### config.mk
export PLATFORM = sky130hd
export DESIGN_NAME = fifo_uart_tx
export DESIGN_NICKNAME = d
export VERILOG_FILES = /design/src/rtl/uart_pkg.sv /design/src/rtl/uart_baud_tick.sv /design/src/rtl/fifo_uart_tx.sv
export SDC_FILE = /design/constraint.sdc
export NUM_CORES = 1
export LEC_CHECK = 0
export ABC_AREA = 1
export CORE_UTILIZATION = 40
export CTS_CLUSTER_DIAMETER = 50
export DETAILED_ROUTE_END_ITERATION = 8
export SETUP_SLACK_MARGIN = 0.5
export SLEW_MARGIN = 20
export SYNTH_ARGS = -nofsm -noshare
export SYNTH_HDL_FRONTEND = slang
export SYNTH_SLANG_ARGS = --single-unit
### constraint.sdc
create_clock -name clk -period 2.4 [get_ports clk]
set_input_delay 0.36 -clock clk [delete_from_list [all_inputs] [get_ports clk]]
set_output_delay 0.36 -clock clk [all_outputs]
set_load 0.01 [all_outputs]
### src/rtl/uart_pkg.sv
// Shared definitions for the FIFO-fed UART transmitter: FSM state encoding,
// data width and the parity helper.
package uart_pkg;

    typedef enum logic [2:0] {
        IDLE   = 3'd0,
        FETCH  = 3'd1,
        LOAD   = 3'd2,
        START  = 3'd3,
        DATA   = 3'd4,
        PARITY = 3'd5,
        STOP   = 3'd6
    } tx_state_t;

    localparam int DATA_BITS = 8;

    // Even parity is the XOR of the data bits; odd parity is its inverse.
    function automatic logic parity_bit(input logic [DATA_BITS-1:0] data, input logic odd);
        return (^data) ^ odd;
    endfunction

endpackage

### src/rtl/uart_baud_tick.sv
// Bit-period timer: counts 0..CLKS_PER_BIT-1 while enabled and flags the
// last count of each bit period. clear has priority and restarts the period.
module uart_baud_tick #(
    parameter int CLKS_PER_BIT = 16,
    parameter int CNT_W        = (CLKS_PER_BIT > 1) ? $clog2(CLKS_PER_BIT) : 1
) (
    input  logic             clk,
    input  logic             rst,
    input  logic             clear,
    input  logic             enable,
    output logic [CNT_W-1:0] count,
    output logic             tick
);

    localparam logic [CNT_W-1:0] LAST = CNT_W'(CLKS_PER_BIT - 1);

    logic [CNT_W-1:0] count_reg;

    assign count = count_reg;
    assign tick  = enable && (count_reg == LAST);

    // Period counter: wraps to zero after the last count so consecutive bits
    // in the same state line up without an explicit clear.
    always_ff @(posedge clk or posedge rst) begin
        if (rst) begin
            count_reg <= '0;
        end else if (clear) begin
            count_reg <= '0;
        end else if (enable) begin
            count_reg <= tick ? '0 : count_reg + 1'b1;
        end
    end

endmodule

### src/rtl/fifo_uart_tx.sv
// Drains the byte FIFO one entry at a time and serialises each byte as a UART
// frame (start, 8 data bits LSB first, optional parity, 1 or 2 stop bits).
// Every output comes straight from a register.
module fifo_uart_tx
    import uart_pkg::*;
#(
    parameter int CLKS_PER_BIT = 16,
    parameter int PARITY_EN    = 0,
    parameter int PARITY_ODD   = 0,
    parameter int STOP_BITS    = 1
) (
    input  logic        clk,
    input  logic        rst,
    input  logic        tx_enable,
    input  logic        fifo_empty,
    input  logic [7:0]  fifo_data,
    output logic        fifo_rd_en,
    output logic        tx,
    output logic        busy,
    output logic        frame_done,
    output logic [15:0] frames_sent
);

    localparam int CNT_W = (CLKS_PER_BIT > 1) ? $clog2(CLKS_PER_BIT) : 1;
    localparam logic [CNT_W-1:0] PRE_LAST = CNT_W'(CLKS_PER_BIT - 2);
    localparam logic [2:0] LAST_DATA_IDX = 3'(DATA_BITS - 1);
    localparam logic [2:0] LAST_STOP_IDX = 3'(STOP_BITS - 1);

    tx_state_t      state_reg, state_next;
    logic [7:0]     shift_reg, shift_next;
    logic           parity_reg, parity_next;
    logic [2:0]     bit_idx_reg, bit_idx_next;
    logic           tx_reg, tx_next;
    logic           rd_en_reg, rd_en_next;
    logic           busy_reg;
    logic           frame_done_reg, frame_done_next;
    logic [15:0]    frames_sent_reg;

    logic [CNT_W-1:0] baud_count;
    logic             baud_tick;
    logic             baud_enable;
    logic             baud_clear;
    logic             can_fetch;

    assign can_fetch   = tx_enable && !fifo_empty;
    assign baud_enable = (state_reg == START) || (state_reg == DATA) ||
                         (state_reg == PARITY) || (state_reg == STOP);
    assign baud_clear  = (state_next != state_reg);

    uart_baud_tick #(
        .CLKS_PER_BIT (CLKS_PER_BIT),
        .CNT_W        (CNT_W)
    ) u_baud (
        .clk    (clk),
        .rst    (rst),
        .clear  (baud_clear),
        .enable (baud_enable),
        .count  (baud_count),
        .tick   (baud_tick)
    );

    // Next-state and next-output logic; outputs are precomputed from the
    // state being entered so the registered versions line up with it.
    always_comb begin
        state_next      = state_reg;
        shift_next      = shift_reg;
        parity_next     = parity_reg;
        bit_idx_next    = bit_idx_reg;
        rd_en_next      = 1'b0;
        frame_done_next = 1'b0;

        case (state_reg)
            IDLE: begin
                if (can_fetch) begin
                    state_next = FETCH;
                    rd_en_next = 1'b1;
                end
            end
            FETCH: state_next = LOAD;
            LOAD: begin
                shift_next   = fifo_data;
                parity_next  = parity_bit(fifo_data, PARITY_ODD != 0);
                bit_idx_next = '0;
                state_next   = START;
            end
            START: begin
                if (baud_tick) state_next = DATA;
            end
            DATA: begin
                if (baud_tick) begin
                    if (bit_idx_reg == LAST_DATA_IDX) begin
                        bit_idx_next = '0;
                        state_next   = (PARITY_EN != 0) ? PARITY : STOP;
                    end else begin
                        bit_idx_next = bit_idx_reg + 3'd1;
                        shift_next   = shift_reg >> 1;
                    end
                end
            end
            PARITY: begin
                if (baud_tick) state_next = STOP;
            end
            STOP: begin
                // Flag one cycle ahead so frame_done is high on the last clk.
                frame_done_next = (bit_idx_reg == LAST_STOP_IDX) && (baud_count == PRE_LAST);
                if (baud_tick) begin
                    if (bit_idx_reg == LAST_STOP_IDX) begin
                        bit_idx_next = '0;
                        if (can_fetch) begin
                            state_next = FETCH;
                            rd_en_next = 1'b1;
                        end else begin
                            state_next = IDLE;
                        end
                    end else begin
                        bit_idx_next = bit_idx_reg + 3'd1;
                    end
                end
            end
            default: state_next = IDLE;
        endcase
    end

    // Line level for the state being entered; high whenever not in a timed bit.
    always_comb begin
        tx_next = 1'b1;
        case (state_next)
            START:   tx_next = 1'b0;
            DATA:    tx_next = shift_next[0];
            PARITY:  tx_next = parity_next;
            default: tx_next = 1'b1;
        endcase
    end

    // State and output registers; reset forces the line idle immediately.
    always_ff @(posedge clk or posedge rst) begin
        if (rst) begin
            state_reg       <= IDLE;
            shift_reg       <= '0;
            parity_reg      <= 1'b0;
            bit_idx_reg     <= '0;
            tx_reg          <= 1'b1;
            rd_en_reg       <= 1'b0;
            busy_reg        <= 1'b0;
            frame_done_reg  <= 1'b0;
            frames_sent_reg <= '0;
        end else begin
            state_reg      <= state_next;
            shift_reg      <= shift_next;
            parity_reg     <= parity_next;
            bit_idx_reg    <= bit_idx_next;
            tx_reg         <= tx_next;
            rd_en_reg      <= rd_en_next;
            busy_reg       <= (state_next != IDLE);
            frame_done_reg <= frame_done_next;
            if (frame_done_next) begin
                frames_sent_reg <= frames_sent_reg + 16'd1;
            end
        end
    end

    assign fifo_rd_en  = rd_en_reg;
    assign tx          = tx_reg;
    assign busy        = busy_reg;
    assign frame_done  = frame_done_reg;
    assign frames_sent = frames_sent_reg;

endmodule

==> results.toml <==
[outcome]
status = "finished, final reports clean"

[sta]
hold_viol_final = 0
tightest_slew_ns = 0.507
slew_headroom = 0.662
finalSetupViolCount = 0
grt_setup_unrepaired = "no"
hold_ws_ns = 0.483
fmax_mhz = 567
clock_skew_ns = 0.0145
setup-tns-final_ns = 0
fin_crit_sh = 0.735
drv_slew = 0
layout_min_cycle_time_ns = 1.76

[finish]
syn_to_final_growth_pct = 27.5
diodes = 0
multi_input_area_sq_mm = 0.00114
drive_gt1_frac = 0.0983
largest_reg_flops = 16
regArea_sq_um = 977
fillers = 534
nets = 363
utilization = 0.527

[flow_run]
maxCapViolCount = 0

[logic_synthesis]
syn_area_sq_mm = 0.00226
async_flop_share = 1.00
synth_xor_area_frac = 0.0697
yosysTopAreaCell = "dfrtp_1"
synth.distinct_cells = 24
ys_seq_area_frac = 0.432
ys.flop_type = "dfrtp_1"
yosys-top-cells-area = "dfrtp_1 (42%), nand2_1 (14%), inv_1 (8.3%)"
synth_top_area_share = 0.421
synth-simple-area-share = 0.307
synth-compound-area-share = 0.0714
synth_edf_count = 0
syn_avg_cell_area_sq_um = 7.56
ys_warn_count = 0
synth_cells = 299
muxShareOfSynthArea = 0
synth_top_family_by_area = "simple AND/OR/NAND/NOR gates"
synth_nets = 317
ys_top_cells_by_count = "nand2_1 (83), inv_1 (50), dfrtp_1 (38), nor2_1 (33), nand3_1 (22)"
synth_fa_ha_area_frac = 0.0332
yosys_register_bits = 39
synth.most_common_cell = "nand2_1"

[drt]
routed_wl_um = 4770
dr_total_vias = 2003
first_pass_iters = 4
detail-route-antenna-nets = 0
viasPerCell = 4.79
wire_per_inst_um = 11.4
drc = 0
drt_iter0_markers = 52

[clock_network]
ctsHtreeMaxLevel = 2
clk_path_buf_depth = 2
cts_hold_buf = 0
cts_buffers = 5
numClockSinks = 39
cts_tree = "done"
clk_pin_slew_worst_paths_ns = 0.09
clk_latency_ns = 0.30
root_buffer = "clkbuf_8"

[place]
port_buffers = 31
place_congestion = 0.801
dp_hpwl_um = 3500

[setup_path]
crit_type = "reg2reg"
worst_ep_arrival_time_ns = 1.94
end_kind = "register"
start_kind = "register"
critical_path_peak_fanout = 5
required_ns = 2.58

[floorplan]
ios = 32
die_h_um = 77.2
die_w_um = 77.2
core_area_sq_mm = 0.00547
rows = 27
initial_core_util = 0.413
die_area_sq_mm = 0.00596

[global_route]
grt_pass1_wl_um = 8250
grt_use_total = 0.175
antenna_found_initial = 0
grt_pass1_vias = 1924
grt_overflow_total = 0
grt_max_degree = 40

[pwr]
vdd_drop_max_v = 0.000323
pwr_density_cell_mw_per_mm2 = 455
p_leak_nw = 1.44

[min_path]
hp-class = "in2async"
==> routing by layer <==
metal / track usage / vias up / part of all wire
li1: - / 1041 / -
met1: 0.207 / 926 / 0.46
met2: 0.312 / 31 / 0.50
met3: 0.0345 / 5 / 0.032
met4: 0.0604 / 0 / 0.013
met5: 0 / - / 0
==> metrics by stage <==
| stage | power (mW) | instance area, sq um | setup slack (ns) | instances |
|---|---|---|---|---|
| floorplan | 0.734 | 2260 | 0.654 | 299 |
| global placement | 0.770 | 2660 | 0.497 | 402 |
| detailed placement | 0.773 | 2660 | 0.418 | 402 |
| CTS | 1.32 | 2810 | 0.505 | 414 |
| global route | 1.36 | 2880 | 0.489 | 418 |
| finish | 1.31 | 2880 | 0.635 | 418 |
==> cell usage in the layout (no fill, tap or decap), types with 2 or more instances in the layout <==
| cell type | instances |
|---|---|
| nor2_4 | 3 |
| nand3_1 | 21 |
| nand4_1 | 7 |
| xnor2_1 | 8 |
| o21ai_0 | 11 |
| dfrtp_1 | 38 |
| a21oi_1 | 6 |
| nand2_2 | 3 |
| nand3_4 | 2 |
| nor2_2 | 2 |
| inv_1 | 49 |
| xor2_1 | 10 |
| o22ai_1 | 3 |
| nand2_1 | 80 |
| clkbuf_8 | 5 |
| nor3_1 | 8 |
| clkdlybuf4s50_1 | 31 |
| nor2_1 | 29 |
| o221ai_1 | 3 |
| nor3_4 | 2 |
| ha_1 | 5 |
| buf_4 | 9 |
| o211ai_1 | 2 |
==> power by group <==
group	internal, mW	switching [mW]
Sequential	0.667	0.00412
Clock	0.310	0.245
Combinational	0.0383	0.0482
Total	1.01	0.298
==> cell families (layout without fill, tap and decap cells) <==
kind of cell               count (synthesis)  in the layout
xor gates and xnor gates                  18             18
adders and majority gates                  6              6
AOI/OAI and AO/OA                         27             27
buffers and inverters                     51             98
and+or+nand+nor                          158            158
DFF                                       39             39
==> final timing paths <==
check / from / to / slack (ns) / cells past startpoint
max in group asynchronous: rst / tx$_DFF_PP1_ / 1.54 / 3
worst max register to register: bit_idx_reg[0]$_DFFE_PP0P_ / frames_sent[12]$_DFFE_PP0P_ / 0.64 / 12
min in group clk: shift_reg[3]$_DFFE_PP0P_ / shift_reg[3]$_DFFE_PP0P_ / 0.51 / 2
worst min register to register: shift_reg[3]$_DFFE_PP0P_ / shift_reg[3]$_DFFE_PP0P_ / 0.51 / 2
worst max-delay path: bit_idx_reg[0]$_DFFE_PP0P_ / frames_sent[12]$_DFFE_PP0P_ / 0.64 / 12
worst min-delay path: rst / frame_done$_DFF_PP0_ / 0.48 / 3
==> critical path, cell delays in order (launching register included) <==
cell and delay [ns]:
dfrtp_1 0.40, inv_2 0.07, ha_2 0.18, inv_1 0.05, nor2_2 0.10, nand2_2 0.07
nor3_4 0.20, buf_4 0.17, nand3_4 0.07, nor2_4 0.14, nand3_1 0.07, nand2_1 0.06
nand2_1 0.05
==> repair_timing <==
item                                    4_1_cts  5_1_grt
pin swaps                                     3        7
buffers inserted                              4        4
resized for setup                             2       12
endpoints found under the setup margin        4       11
endpoints found under the hold margin         0        0
==> area by class of cell <==
| cell class | instances | area share |
|---|---|---|
| Tap cell | 72 | 0.0313 |
| Multi-Input combinational cell | 209 | 0.395 |
| Clock buffer | 5 | 0.0239 |
| Sequential cell | 39 | 0.339 |
| Clock inverter | 3 | 0.0152 |
| Inverter | 50 | 0.0651 |
| Timing Repair Buffer | 40 | 0.131 |
No activity file was read; power rests on OpenSTA's default activity.
